--- src/rtl/imem_loader_pkg.sv ---
// Shared constants and state encoding for the instruction-memory loader.
// Lane/word widths are fixed by the 32-bit instruction word.
package imem_loader_pkg;

  localparam int IMEM_DEPTH = 64;
  localparam int WORD_W     = 32;
  localparam int BYTE_W     = 8;
  localparam int LANES      = WORD_W / BYTE_W;
  localparam int LEN_W      = 7;

  typedef enum logic [1:0] {
    ST_IDLE  = 2'd0,
    ST_RECV  = 2'd1,
    ST_WRITE = 2'd2,
    ST_DONE  = 2'd3
  } state_t;

endpackage

--- src/rtl/imem_byte_packer.sv ---
// Packs a little-endian byte stream into a 32-bit word, lane 0 first.
// full flags the shift that fills the last lane, so the FSM can leave RECV on that edge.
module imem_byte_packer
  import imem_loader_pkg::*;
(
  input  logic              clk,
  input  logic              reset,
  input  logic              shift,
  input  logic              clear,
  input  logic [BYTE_W-1:0] byte_in,
  output logic [WORD_W-1:0] word,
  output logic              full
);

  logic [1:0]        cnt_reg;
  logic [BYTE_W-1:0] lane_reg [LANES];

  always_ff @(posedge clk or posedge reset) begin
    if (reset) begin
      cnt_reg <= 2'd0;
    end else if (clear) begin
      cnt_reg <= 2'd0;
    end else if (shift) begin
      cnt_reg <= cnt_reg + 2'd1;
    end
  end

  // Each lane owns its own register so no two processes drive the same bits.
  genvar gi;
  generate
    for (gi = 0; gi < LANES; gi++) begin : g_lane
      always_ff @(posedge clk or posedge reset) begin
        if (reset) begin
          lane_reg[gi] <= '0;
        end else if (shift && !clear && (cnt_reg == 2'(gi))) begin
          lane_reg[gi] <= byte_in;
        end
      end
      assign word[gi*BYTE_W +: BYTE_W] = lane_reg[gi];
    end
  endgenerate

  assign full = shift && !clear && (cnt_reg == 2'(LANES - 1));

endmodule

--- src/rtl/imem_loader.sv ---
// Boot/on-demand loader: receives bytes, packs them into words and writes
// them to instruction memory from address 0 while holding the CPU.
module imem_loader
  import imem_loader_pkg::*;
#(
  parameter int DEPTH = IMEM_DEPTH
) (
  input  logic              clk,
  input  logic              reset,
  input  logic              start,
  input  logic [LEN_W-1:0]  load_len,
  input  logic              byte_valid,
  input  logic [BYTE_W-1:0] byte_data,
  output logic              byte_ready,
  output logic              we,
  output logic [WORD_W-1:0] wa,
  output logic [WORD_W-1:0] wd,
  output logic              cpu_hold,
  output logic              done,
  output logic              err
);

  state_t            state_reg, state_next;
  logic [LEN_W-1:0]  len_reg, len_next;
  logic [LEN_W-1:0]  word_idx_reg, word_idx_next;
  logic              err_reg, err_next;
  logic              pack_shift, pack_clear, pack_full;
  logic [WORD_W-1:0] pack_word;

  imem_byte_packer u_packer (
    .clk     (clk),
    .reset   (reset),
    .shift   (pack_shift),
    .clear   (pack_clear),
    .byte_in (byte_data),
    .word    (pack_word),
    .full    (pack_full)
  );

  always_ff @(posedge clk or posedge reset) begin
    if (reset) begin
      state_reg    <= ST_IDLE;
      len_reg      <= '0;
      word_idx_reg <= '0;
      err_reg      <= 1'b0;
    end else begin
      state_reg    <= state_next;
      len_reg      <= len_next;
      word_idx_reg <= word_idx_next;
      err_reg      <= err_next;
    end
  end

  always_comb begin
    state_next    = state_reg;
    len_next      = len_reg;
    word_idx_next = word_idx_reg;
    err_next      = 1'b0;
    pack_shift    = 1'b0;
    pack_clear    = 1'b0;
    unique case (state_reg)
      ST_IDLE: begin
        if (start) begin
          if (load_len == '0) begin
            state_next = ST_DONE;
          end else if (load_len > LEN_W'(DEPTH)) begin
            err_next = 1'b1;
          end else begin
            len_next      = load_len;
            word_idx_next = '0;
            pack_clear    = 1'b1;
            state_next    = ST_RECV;
          end
        end
      end
      ST_RECV: begin
        pack_shift = byte_valid;
        if (pack_full) begin
          state_next = ST_WRITE;
        end
      end
      ST_WRITE: begin
        if (word_idx_reg == len_reg - LEN_W'(1)) begin
          state_next = ST_DONE;
        end else begin
          word_idx_next = word_idx_reg + LEN_W'(1);
          pack_clear    = 1'b1;
          state_next    = ST_RECV;
        end
      end
      ST_DONE: begin
        state_next = ST_IDLE;
      end
      default: begin
        state_next = ST_IDLE;
      end
    endcase
  end

  // Every output is decoded from registered state only.
  assign byte_ready = (state_reg == ST_RECV);
  assign we         = (state_reg == ST_WRITE);
  assign cpu_hold   = (state_reg != ST_IDLE);
  assign done       = (state_reg == ST_DONE);
  assign err        = err_reg;
  assign wa         = {{(WORD_W - LEN_W - 2){1'b0}}, word_idx_reg, 2'b00};
  assign wd         = pack_word;

endmodule

--- config.mk ---
export PLATFORM = sky130hd
export DESIGN_NAME = imem_loader
export DESIGN_NICKNAME = d
export VERILOG_FILES = /design/src/rtl/imem_loader_pkg.sv /design/src/rtl/imem_byte_packer.sv /design/src/rtl/imem_loader.sv
export SDC_FILE = /design/constraint.sdc
export NUM_CORES = 1
export LEC_CHECK = 0
export CAP_MARGIN = 20
export CORE_UTILIZATION = 46
export CTS_CLUSTER_SIZE = 16
export DETAILED_ROUTE_END_ITERATION = 7
export GPL_TIMING_DRIVEN = 0
export PLACE_DENSITY_LB_ADDON = 0.05
export SYNTH_ARGS = -nofsm -noshare
export SYNTH_HDL_FRONTEND = slang
export SYNTH_HIERARCHICAL = 1
export SYNTH_SLANG_ARGS = --single-unit
--- constraint.sdc ---
create_clock -name clk -period 3.3 [get_ports clk]
set_clock_uncertainty 0.05 [all_clocks]
set_input_delay 0.33 -clock clk [delete_from_list [all_inputs] [get_ports clk]]
set_output_delay 0.33 -clock clk [all_outputs]
set_load 0.05 [all_outputs]
==> impl_metrics.yaml <==
final_layout:
  layout_commonest_cell: "clkdlybuf4s50_1"
  postLayoutCoreUtil: 0.647
  nets: 337
  drive_gt1_frac: 0.281
  most-common-layout-cells: "clkdlybuf4s50_1 (62), dfrtp_1 (51), mux2_2 (38)"
  final_area_sq_um: 3610
  antenna_cells: 0
  syn_to_final_growth_pct: 34.4
  largest_register_ffs: 32
pwr:
  p_seq_frac: 0.299
  irDropWorstVdd_v: 0.000598
  p_leak_uw: 0.00179
  p_per_area_nw_per_um2: 1050
  power_uw: 3770
  switchingPower_uw: 1840
  switching_share: 0.487
  clockPowerShare: 0.100
  comb_power_share: 0.601
  internal-power_uw: 1940
clocking:
  cts-root-buf: "clkbuf_8"
  cts_buffers: 5
  insertion_delay_ps: 310
  cts_post_setup_buffers_inserted: 0
  path_clk_slew_ps: 100
  ctsHoldBuffers: 0
  clockBufferDepth: 2
  postCtsResizedCells: 0
  tritoncts: "done"
  htree_levels: 2
  cts.sink_count: 51
run:
  drv_cap: 0
drt:
  wl_per_cell_um: 13.0
  viasPerCell: 4.65
  drc_errors: 0
  drt-initial-drc-count: 88
  totalWireLength_um: 4990
  num_vias: 1790
  firstDrtPassIters: 4
  ant_nets: 0
sta:
  hold_ws_ps: 381
  fin_setup_tns_ps: 0
  drv_slew: 0
  slew_headroom: 0.544
  rsz0062_at_grt: "false"
  timing.fmax_ghz: 0.371
  worst_pin_slew_ps: 683
  finalCriticalPeriod_ps: 2690
  hold_violations: 0
  fin_crit_sh: 0.816
  setup_viol: 0
critical_path:
  critPathKind: "flip-flop to flip-flop"
  critPathTopFamily: "simple AND/OR/NAND/NOR gates"
  cpMaxStageDelayCell: "dfrtp_1"
  crit_top_cell: "inv_1"
  path_cells: "inv_1, ha_1, nor4b_4, nand2_1, a211oi_2, nor3b_4, o21ai_2, nand2_1, nand3b_4, inv_1, inv_1, o21ai_0, o31a_1"
  crit_buf_inv: 3
  crit_required_ps: 3500
  path_max_fanout: 9
  r2r_slack_ps: 610
  slowest_delay_ps: 440
  critPathArrivalTime_ps: 2900
  cp-end-kind: "flip-flop"
  worstSetupStartpointType: "flip-flop"
logic_synthesis:
  synth-seq-area-share: 0.476
  synth-edff-count: 0
  yosysWarnings: 6
  ys_types: 34
  synth-async-reset-ratio: 1.00
  synthFlopType: "dfrtp_1"
  synthesis.area_sq_um: 2680
  synth_cells: 218
  ys_seq_elements: 51
  avgSynthCellArea_sq_um: 12.3
placement:
  port_buffers: 62
  place_congestion: 0.745
  hpwl_um: 3770
  placed_area_sq_um: 3510
die:
  die_h_um: 78.4
  rows: 27
  die_w_um: 78.4
  core-area_sq_um: 5570
  die_area_sq_um: 6140
  start_util: 0.481
  ios: 88
grt:
  grtUsageTotal: 0.178
  overflow: 0
  grt_pass1_wl_um: 8260
  grt_max_degree: 21
  first_global_vias: 1682
  antenna_found_initial: 0
status:
  status: "finished clean"
worst_hold_path:
  hold_class: "input port to async pin"
metal layers:
layer | wire, um | global-route usage | part of all wire
met1 | 2340 | 0.242 | 0.47
met2 | 2250 | 0.267 | 0.45
met3 | 332 | 0.0581 | 0.067
met4 | 66 | 0.0611 | 0.013
met5 | 0 | 0 | 0
synthesized netlist by cell type (all sizes together), types with 2 or more instances:
| cell type | count | area share |
|---|---|---|
| dfrtp | 51 | 0.48 |
| mux2 | 39 | 0.16 |
| buf | 27 | 0.078 |
| nand2 | 16 | 0.022 |
| inv | 13 | 0.018 |
| nor2 | 9 | 0.013 |
| mux2i | 8 | 0.030 |
| xnor2 | 8 | 0.026 |
| o21ai | 7 | 0.014 |
| ha | 6 | 0.028 |
| nor3 | 6 | 0.017 |
| nand3 | 4 | 0.012 |
| nand3b | 4 | 0.030 |
| nand2b | 3 | 0.0070 |
| and2 | 2 | 0.0047 |
| nor3b | 2 | 0.0098 |
| nor4 | 2 | 0.0047 |
| xor2 | 2 | 0.0065 |
per-stage QoR:
stage	worst slack, ps	std cells
6_report	607	385
5_1_grt	379	385
4_1_cts	565	385
3_5_place_dp	536	377
3_3_place_gp	539	376
2_1_floorplan	891	242
layout make-up:
| cell class | instances | area [sq um] |
|---|---|---|
| timing repair buffer | 63 | 648 |
| inverter | 13 | 48.8 |
| clock buffer | 5 | 68.8 |
| sequential | 51 | 1280 |
| fill | 473 | 1970 |
| clock inverter | 3 | 26.3 |
| multi-input combinational | 151 | 1240 |
| buffer | 27 | 210 |
| tap | 72 | 90.1 |
worst register-to-register path, cell delays in order (launching register included):
cell and delay [ps]:
dfrtp_1 440, inv_1 80, ha_1 210, nor4b_4 250, nand2_1 110, a211oi_2 270
nor3b_4 110, o21ai_2 210, nand2_1 180, nand3b_4 300, inv_1 90, inv_1 50
o21ai_0 130, o31a_1 140
power groups by stage:
| stage | combinational, uW | clock [uW] | sequential, uW |
|---|---|---|---|
| 4_1_cts | 2290 | 393 | 1130 |
| 6_report | 2270 | 377 | 1130 |
| 3_3_place_gp | 2250 | 0 | 1140 |
| 2_1_floorplan | 912 | 0 | 1850 |
| 5_1_grt | 2390 | 419 | 1170 |
| 3_5_place_dp | 2280 | 0 | 1150 |
cells by family (layout without fill, tap and decap cells):
group / Yosys count / after routing / synth area share
AO/OA/AOI/OAI: 12 / 12 / 0.0322
XOR/XNOR: 10 / 10 / 0.0327
adder cells (fa/ha/maj): 6 / 6 / 0.0280
buffers and inverters: 40 / 111 / 0.0965
flip-flops: 51 / 51 / 0.476
multiplexers: 47 / 47 / 0.194
other: 1 / 25 / 0.00140
AND/OR/NAND/NOR: 51 / 51 / 0.140
final timing paths:
path                                   start                end  cells past startpoint
max                               len_reg[0]       state_reg[1]                     13
min                                    reset  u_packer/word[24]                      2
max reg2reg                       len_reg[0]       state_reg[1]                     13
min reg2reg                u_packer/word[22]  u_packer/word[22]                      1
max in group asynchronous              reset   u_packer/word[1]                      3
min in group clk           u_packer/word[22]  u_packer/word[22]                      1
(Power assumes the default switching activity.)
